## src/rtl/key_command_decoder.sv

```systemverilog
// Pushbutton front end: synchronizes, debounces and edge-detects active-low keys,
// auto-repeats direction keys and issues guarded single-cycle command strobes.
module key_command_decoder #(
   parameter int unsigned DEBOUNCE_CYCLES = 500000,
   parameter int unsigned REPEAT_DELAY    = 25000000,
   parameter int unsigned REPEAT_PERIOD   = 7500000,
   parameter int unsigned CNT_W           = 25
) (
   input  logic       clk,
   input  logic       resetn,
   input  logic [4:0] key_n,
   input  logic       busy,
   output logic       enterEn,
   output logic       moveUpEn,
   output logic       moveDownEn,
   output logic       moveLeftEn,
   output logic       moveRightEn,
   output logic [7:0] drop_count
);

   // Codes equal the key bit index so the issued pulse is a plain shift.
   typedef enum logic [2:0] {
      CMD_RIGHT = 3'd0,
      CMD_LEFT  = 3'd1,
      CMD_DOWN  = 3'd2,
      CMD_UP    = 3'd3,
      CMD_ENTER = 3'd4
   } cmd_e;

   localparam logic [CNT_W-1:0] DEB_LAST = CNT_W'(DEBOUNCE_CYCLES - 1);
   localparam logic [CNT_W-1:0] DELAY_C  = CNT_W'(REPEAT_DELAY);
   localparam logic [CNT_W-1:0] PERIOD_C = CNT_W'(REPEAT_PERIOD);

   logic [4:0]       sync1, sync2, raw, stable, stable_q, press, events;
   logic [CNT_W-1:0] deb_cnt [5];
   logic [CNT_W-1:0] hold_cnt [4];
   logic [3:0]       repeating, fire;
   logic             win_valid, pend_valid, issue, accept;
   cmd_e             win_code, pend_code;
   logic [2:0]       ev_count, drop_add;
   logic [8:0]       drop_sum;
   logic [1:0]       guard;
   logic [4:0]       pulse;

   assign raw   = ~sync2;
   assign press = stable & ~stable_q;

   always_ff @(posedge clk or negedge resetn) begin
      if (!resetn) begin
         sync1    <= '1;
         sync2    <= '1;
         stable   <= '0;
         stable_q <= '0;
         for (int unsigned i = 0; i < 5; i++) deb_cnt[i] <= '0;
      end else begin
         sync1    <= key_n;
         sync2    <= sync1;
         stable_q <= stable;
         for (int unsigned i = 0; i < 5; i++) begin
            if (raw[i] == stable[i]) begin
               deb_cnt[i] <= '0;
            end else if (deb_cnt[i] == DEB_LAST) begin
               stable[i]  <= raw[i];
               deb_cnt[i] <= '0;
            end else begin
               deb_cnt[i] <= deb_cnt[i] + CNT_W'(1);
            end
         end
      end
   end

   // hold_cnt is 0 in the press cycle and counts cycles since the last event.
   always_comb begin
      fire = '0;
      for (int unsigned i = 0; i < 4; i++)
         fire[i] = stable[i] && (hold_cnt[i] == (repeating[i] ? PERIOD_C : DELAY_C));
   end

   always_ff @(posedge clk or negedge resetn) begin
      if (!resetn) begin
         repeating <= '0;
         for (int unsigned i = 0; i < 4; i++) hold_cnt[i] <= '0;
      end else begin
         for (int unsigned i = 0; i < 4; i++) begin
            if (!stable[i]) begin
               hold_cnt[i]  <= '0;
               repeating[i] <= 1'b0;
            end else if (fire[i]) begin
               hold_cnt[i]  <= CNT_W'(1);
               repeating[i] <= 1'b1;
            end else begin
               hold_cnt[i] <= hold_cnt[i] + CNT_W'(1);
            end
         end
      end
   end

   assign events = press | {1'b0, fire};

   always_comb begin
      win_valid = |events;
      win_code  = CMD_RIGHT;
      ev_count  = '0;
      if (events[4])      win_code = CMD_ENTER;
      else if (events[3]) win_code = CMD_UP;
      else if (events[2]) win_code = CMD_DOWN;
      else if (events[1]) win_code = CMD_LEFT;
      for (int unsigned i = 0; i < 5; i++) ev_count = ev_count + {2'b00, events[i]};
   end

   assign issue    = pend_valid && !busy && (guard == 2'd0);
   assign accept   = win_valid && (!pend_valid || issue);
   assign drop_add = accept ? (ev_count - 3'd1) : ev_count;
   assign drop_sum = {1'b0, drop_count} + {6'b000000, drop_add};

   // guard spans the pulse cycle and the one after it, spacing pulses 3 cycles apart.
   always_ff @(posedge clk or negedge resetn) begin
      if (!resetn) begin
         pend_valid <= 1'b0;
         pend_code  <= CMD_RIGHT;
         guard      <= '0;
         pulse      <= '0;
         drop_count <= '0;
      end else begin
         if (accept) begin
            pend_valid <= 1'b1;
            pend_code  <= win_code;
         end else if (issue) begin
            pend_valid <= 1'b0;
         end
         if (issue)               guard <= 2'd2;
         else if (guard != 2'd0)  guard <= guard - 2'd1;
         pulse      <= issue ? (5'b00001 << pend_code) : '0;
         drop_count <= drop_sum[8] ? 8'hFF : drop_sum[7:0];
      end
   end

   assign enterEn     = pulse[4];
   assign moveUpEn    = pulse[3];
   assign moveDownEn  = pulse[2];
   assign moveLeftEn  = pulse[1];
   assign moveRightEn = pulse[0];

endmodule
```

## config.mk

```make
export PLATFORM = sky130hd
export DESIGN_NAME = key_command_decoder
export DESIGN_NICKNAME = d
export VERILOG_FILES = /design/src/rtl/key_command_decoder.sv
export SDC_FILE = /design/constraint.sdc
export NUM_CORES = 1
export LEC_CHECK = 0
export CAP_MARGIN = 25
export CORE_MARGIN = 2
export CORE_UTILIZATION = 25
export DETAILED_ROUTE_END_ITERATION = 16
export GPL_ROUTABILITY_DRIVEN = 0
export MAX_ROUTING_LAYER = met4
export SYNTH_ARGS = -nofsm -noshare
export SYNTH_HDL_FRONTEND = slang
export SYNTH_SLANG_ARGS = --single-unit
```

## constraint.sdc

```tcl
create_clock -name clk -period 4.8 [get_ports clk]
set_clock_uncertainty 0.1 [all_clocks]
set_input_delay 1.2 -clock clk [delete_from_list [all_inputs] [get_ports clk]]
set_output_delay 1.2 -clock clk [all_outputs]
set_load 0.02 [all_outputs]
```

==> results by group, run 1 <==
Status
  • Status: finished, final reports clean

Die
  • Die W: 231 um
  • Cell row count: 83
  • Die area: 0.0534 mm2
  • Die extent in y: 231 um
  • I/O pin total: 21
  • Core footprint: 0.0511 mm2
  • Starting Density: 25.2%

Final layout
  • Sequential cell area: 0.00672 mm2
  • ANT cells: 0
  • Layout area overhead: 18.5%
  • Multi-input gate area: 0.00597 mm2
  • Final instance count without filler cells: 2060
  • Fillers: 5292
  • Final Instance Area: 0.0153 mm2
  • NumNets Final: 1391
  • Fraction of layout cells with a size suffix above 1: 8.84%

Critical path
  • Critical path's largest stage delay: 530 ps
  • Slowest cell on the critical path: or4b_4
  • Crit path buffers/inverters: 1
  • Required time of the critical path: 5150 ps
  • CP Launch Type: flip-flop
  • WP data arrival: 4890 ps
  • Crit-path cells: or4b_4, a2111oi_4, o2111ai_2, a21oi_2, fa_1, fa_1, ha_1, inv_1, ha_1, nand2_2, nor2_1, o31a_2, a211o_1, ha_4, a21oi_2, nor3b_2, nand3_1, o21a_1
  • Crit end category: flip-flop
  • CP max FO: 3
  • Crit path kind: reg2reg
  • Cell family with most CP delay: adder cells

Synthesis
  • Yosys reg bits: 268
  • Asr flop ratio synth: 100%
  • Post-Syn Nets: 1339
  • Post-synth EDFFs: 0
  • Yosys cell types: 54
  • Synth top area cells: dfrtp_1, xor2_1, nor2_1
  • Yosys top cell by area: dfrtp_1
  • Syn_area_per_cell: 9.85 um2
  • Synth top area share: 50.1%
  • Commonest cells post-synth: nor2_1, dfrtp_1, xor2_1
  • Mapped cell area: 0.0129 mm2
  • Seq/Total Area, Yosys: 52.1%
  • Top-count cell post-synth: nor2_1
  • Yosys warnings: 0
  • Cells after Synth: 1308
  • Dominant synthesized flop cell: dfrtp_1

Power
  • Peak VDD IR: 0.000206 V
  • Power Dens Cells: 322 mW/mm2
  • P_leak: 0.00628 uW

Timing
  • TNS Setup: 0 ps
  • Max Slew Vio Count: 0
  • Post-route minimum period: 4540 ps
  • Final Setup Violations: 0
  • Final Hold Vio Count: 0
  • Final Cycle Share: 94.5%
  • Slew HR: 30.7%
  • F_max: 220 MHz
  • Final worst setup slack: 263 ps
  • Worst-margin pin slew: 1040 ps

GRT
  • Initial antenna violation count: 0
  • First-pass GRT wire length: 43800 um
  • Grt total ovfl: 0
  • Total track usage: 9.68%
  • Number of global-route vias before repair: 9242
  • Largest net degree at the start of global routing: 135

Routing
  • Routed via count: 9057
  • Via/cell ratio: 4.40
  • DRT antenna net count: 0
  • Starting DRT DRC Count: 459
  • Routed WL per cell: 12.1 um
  • DRT Pass-1 Iters: 5
  • Routed WL: 24900 um
  • Number of remaining DRC errors: 0

CTS
  • CTS tree: done
  • CTS Buf Count: 30
  • Clk buf depth: 3
  • Clock Root Buffer: clkbuf_16
  • Worst-Skew Late Latency: 570 ps
  • CTS H-tree depth: 1
  • CTS clk-pin slew, worst paths: 60 ps
  • Clock Sinks: 268

Place
  • Port Buffers: 20
  • Dpl cell area: 0.0141 mm2
  • Post-DP HPWL: 16600 um
  • Placed insts: 2005
  • Place WS: -183 ps

Min path
  • Hold/Removal Path Class: reg2reg

Flow run
  • Max-cap violations: 0
-- per-stage QoR --
| step | utilization, % | total power [uW] | hold slack (ps) |
|---|---|---|---|
| after floorplan | - | 2410 | 245 |
| after global placement | 27.5 | 2470 | 246 |
| after detailed placement | 27.5 | 2480 | 247 |
| after CTS | 29.7 | 4990 | 246 |
| after global routing | 29.9 | 5100 | 257 |
| final | 29.9 | 4910 | 246 |
-- area by class of cell --
class                      count  area share [%]
timing repair buffer          52            3.08
sequential                   268            44.0
clock buffer                  41            5.65
clock inverter                11            1.43
multi-input combinational    961            39.1
inverter                      47            1.16
tap                          680            5.57
-- logic make-up (layout without fill, tap and decap cells) --
kind of cell,Yosys count,in the layout,synth area share (%)
flops,268,268,52.1
mux,5,5,0.398
buf+inv,79,151,2.32
compound gates,42,42,2.32
fa+ha+maj,23,23,2.41
simple gates,674,674,25.7
xor+xnor,217,217,14.7
-- power breakdown --
group	leakage, uW	internal [uW]	switching (uW)
combinational	0.00207	39.0	88.4
clock	0.000528	1570	915
sequential	0.00368	2290	17.7
-- routing by layer --
metal  up-vias  GRT usage [%]  wire [um]
met5         -              -          0
met4         0           2.58        497
met3        43           1.05        642
met2        94           15.9      11700
met1      4427           12.8      12100
li1       4493              -          -
-- flip-flops by register name, indices dropped and copies added, names as in the netlist, 5 cells and up --
register and count:
deb_cnt 125, hold_cnt 100, drop_count 8, pulse 5
stable 5, stable_q 5, sync1 5, sync2 5
-- layout by cell type, fill, tap and decap left out, types with 15 or more instances in the layout --
| cell type | synthesis | final |
|---|---|---|
| and2_1 | 15 | 15 |
| and3_1 | 34 | 34 |
| and4_1 | 18 | 18 |
| buf_4 | 0 | 30 |
| clkbuf_16 | 0 | 30 |
| clkdlybuf4s50_1 | 0 | 19 |
| dfrtp_1 | 258 | 258 |
| ha_1 | 20 | 19 |
| inv_1 | 47 | 47 |
| nand2_1 | 94 | 93 |
| nand3_1 | 88 | 87 |
| nand4_1 | 51 | 51 |
| nor2_1 | 265 | 264 |
| nor3_1 | 29 | 29 |
| nor4_1 | 24 | 23 |
| xnor2_1 | 84 | 84 |
| xor2_1 | 133 | 133 |
-- worst paths after layout --
kind | start | endpoint | slack, ps | depth (start not counted)
setup / recovery | hold_cnt[83] | drop_count[7] | 260 | 18
hold / removal | sync1[3] | sync2[3] | 250 | 0
setup reg to reg | hold_cnt[83] | drop_count[7] | 260 | 18
hold reg to reg | sync1[3] | sync2[3] | 250 | 0
max in group asynchronous | resetn | sync2[1] | 2940 | 2
min in group asynchronous | resetn | deb_cnt[37] | 660 | 1
-- repair_timing --
action	CTS	global route
gates resized for setup	7	12
hold buffers	0	0
buffers inserted	1	2
endpoints found under the setup margin	8	8
pin swaps	2	8
Power figures use the tool's default switching activity.
==> inputs of run 2 (changes only) <==
--- a/config.mk
+++ b/config.mk
@@ -6,6 +6,7 @@
 export NUM_CORES = 1
 export LEC_CHECK = 0
 export CAP_MARGIN = 25
+export CORE_ASPECT_RATIO = 1.5
 export CORE_MARGIN = 2
 export CORE_UTILIZATION = 25
 export DETAILED_ROUTE_END_ITERATION = 16
==> constraint.sdc (replaced) <==
create_clock -name clk -period 5 [get_ports clk]
set_clock_uncertainty 0.1 [all_clocks]
set_input_delay 1.25 -clock clk [delete_from_list [all_inputs] [get_ports clk]]
set_output_delay 1.25 -clock clk [all_outputs]
set_load 0.02 [all_outputs]
==> run 2 against run 1 <==
  * Sequential power down 4%
  * Flip-flop and latch count unchanged
  * Design area down 2.0%
  * Count of clock-buffer cells in the layout down 2
  * Critical endpoint unchanged
  * Cell count down 1.7%
  * Critical path depth unchanged
  * Highest routed layer unchanged
  * Maximum frequency down 5.2%
  * Hold slack better by 8.5 ps
  * Sequential share of layout area up 0.91 points
  * Via count down 0.35%
  * Wire length up 3.3%
==> results by group, run 2 (synthesized netlist as in run 1, its figures left out) <==
Final layout
  • Fraction of layout cells with a size suffix above 1: 6.85%
  • NumNets Final: 1367
  • ANT cells: 0
  • Largest Register: deb_cnt
  • Max reg flops: 125
  • Most frequent cells in the layout: nor2_1, dfrtp_1, xor2_1
  • Finished Core Util: 29.4%
  • Layout area overhead: 16.1%
  • Largest regs: deb_cnt (125), hold_cnt (100), drop_count (8)
  • Commonest non-fill, non-tap cell in the layout: nor2_1
  • Fillers: 5330

Die
  • Cell row count: 101
  • Die area: 0.0534 mm2
  • Core footprint: 0.0508 mm2
  • Starting Density: 25.4%
  • Die W: 189 um
  • Die extent in y: 282 um
  • I/O pin total: 21

GRT
  • Largest net degree at the start of global routing: 119
  • Grt total ovfl: 0
  • Initial antenna violation count: 0
  • First-pass GRT wire length: 44900 um
  • Number of global-route vias before repair: 9571
  • Total track usage: 10.2%

Min path
  • Hold Crit Start: sync1[0]
  • Hold/Removal Path Class: reg2reg
  • Hold path endpoint: sync2[0]
  • Hold Path Cell Cnt: 0

Power
  • Power consumption: 4590 uW
  • Seq pwr share: 48.2%
  • Power Dens Cells: 307 mW/mm2
  • Sw Pwr: 970 uW
  • Clk pwr share: 49.2%
  • Switching portion of total power: 21.1%
  • P_leak: 0.00613 uW
  • Peak VDD IR: 0.000232 V
  • Comb pwr share: 2.6%
  • Int Pwr: 3620 uW

Timing
  • Final Setup Violations: 0
  • TNS Setup: 0 ps
  • Unrepaired setup endpoints after global routing: false
  • Smallest hold slack: 254 ps
  • F_max: 209 MHz
  • Final Cycle Share: 95.7%
  • Worst-margin pin slew: 932 ps
  • Final Hold Vio Count: 0
  • Slew HR: 37.9%
  • Post-route minimum period: 4780 ps
  • Max Slew Vio Count: 0

Critical path
  • RR Endpoint: drop_count[7]
  • Crit path kind: reg2reg
  • Crit end category: flip-flop
  • Required time of the critical path: 5340 ps
  • Crit path launch: hold_cnt[83]
  • R2R Setup Slk: 220 ps
  • Slowest cell on the critical path: or4b_2
  • Critical path's largest stage delay: 670 ps
  • R2r startpoint: hold_cnt[83]
  • CP max FO: 4
  • Worst reg-to-reg path cell count: 18
  • Crit-path cells: or4b_2, a2111oi_2, o2111ai_1, a21oi_2, fa_1, fa_1, ha_1, inv_1, ha_1, nand2_1, nor2_1, o31a_2, a211o_1, ha_4, a21oi_4, nor3b_2, nand3_1, o21a_1
  • CP Launch Type: flip-flop
  • WP data arrival: 5120 ps

CTS
  • Clk buf depth: 3
  • Clock Root Buffer: clkbuf_16
  • CTS clk-pin slew, worst paths: 60 ps
  • Hold_buf cts: 0
  • Worst-Skew Late Latency: 550 ps
  • Post-CTS setup buffer count: 0
  • CTS tree: done
  • CTS Buf Count: 28
  • CTS H-tree depth: 1
  • Clock Sinks: 268

Routing
  • DRT antenna net count: 0
  • Via/cell ratio: 4.45
  • DRT Pass-1 Iters: 4
  • Starting DRT DRC Count: 437
  • Routed WL per cell: 12.7 um
  • Number of remaining DRC errors: 0
  • Routed via count: 9025
  • Routed WL: 25700 um

Status
  • Status: finished, final reports clean

Place
  • Port Buffers: 20
  • Post-DP HPWL: 17500 um

Flow run
  • Max-cap violations: 0
-- run 2: how the worst max path moves through the flow --
stage	to	depth (start not counted)
6_report	drop_count[7]	18
5_1_grt	drop_count[5]	17
4_1_cts	drop_count[7]	18
3_5_place_dp	drop_count[3]	18
3_3_place_gp	drop_count[2]	18
2_1_floorplan	drop_count[7]	18
-- run 2: per-layer routing --
layer | vias to the layer above | share of wire (%) | GRT usage, %
li1 | 4445 | - | -
met1 | 4466 | 43 | 11.5
met2 | 70 | 51 | 18.2
met3 | 44 | 3.2 | 1.60
met4 | 0 | 2.6 | 3.48
met5 | - | 0 | -
-- run 2: repair_timing --
| action | CTS | global route |
|---|---|---|
| endpoints found under the setup margin | 7 | 8 |
| pin swaps | 1 | 2 |
| resized for setup | 2 | 8 |
| hold endpoints to repair | 0 | 0 |
-- run 2: final cells by class --
| class | instances | area, um2 | area share [%] |
|---|---|---|---|
| Clock buffer | 39 | 813 | 5.44 |
| Tap cell | 669 | 837 | 5.60 |
| Sequential cell | 268 | 6720 | 44.9 |
| Clock inverter | 12 | 189 | 1.26 |
| Multi-Input combinational cell | 961 | 5920 | 39.6 |
| Inverter | 47 | 176 | 1.18 |
| Timing Repair Buffer | 30 | 305 | 2.04 |
-- run 2: power by group through the flow --
stage	Combinational (uW)	Clock (uW)	Sequential, uW
3_3_place_gp	124	0	2250
2_1_floorplan	61.0	0	2250
3_5_place_dp	128	0	2250
5_1_grt	147	2420	2210
6_report	121	2260	2210
4_1_cts	128	2340	2210
-- run 2: through the flow --
step           setup WS [ps]  area (um2)  cells
2_1_floorplan            289       12900   1308
3_3_place_gp            69.6       13900   1975
3_5_place_dp            -119       13900   1975
4_1_cts                 6.51       14900   2026
5_1_grt                 1.51       15000   2026
6_report                 216       15000   2026
-- run 2: critical path, delay by kind of cell, from the launching register on --
family | cells | cell delay, ps
buffers and inverters | 1 | 50
adders and majority gates | 5 | 1670
AOI/OAI and AO/OA | 7 | 1300
and+or+nand+nor | 5 | 1150
DFF | 1 | 410
==> inputs of run 3 (changes only) <==
--- a/config.mk
+++ b/config.mk
@@ -11,6 +11,7 @@
 export CORE_UTILIZATION = 25
 export DETAILED_ROUTE_END_ITERATION = 16
 export GPL_ROUTABILITY_DRIVEN = 0
+export HOLD_SLACK_MARGIN = 0.03
 export MAX_ROUTING_LAYER = met4
 export SYNTH_ARGS = -nofsm -noshare
 export SYNTH_HDL_FRONTEND = slang
==> results of run 3 <==
Final layout, timing and power as in run 2 (identical DEF).
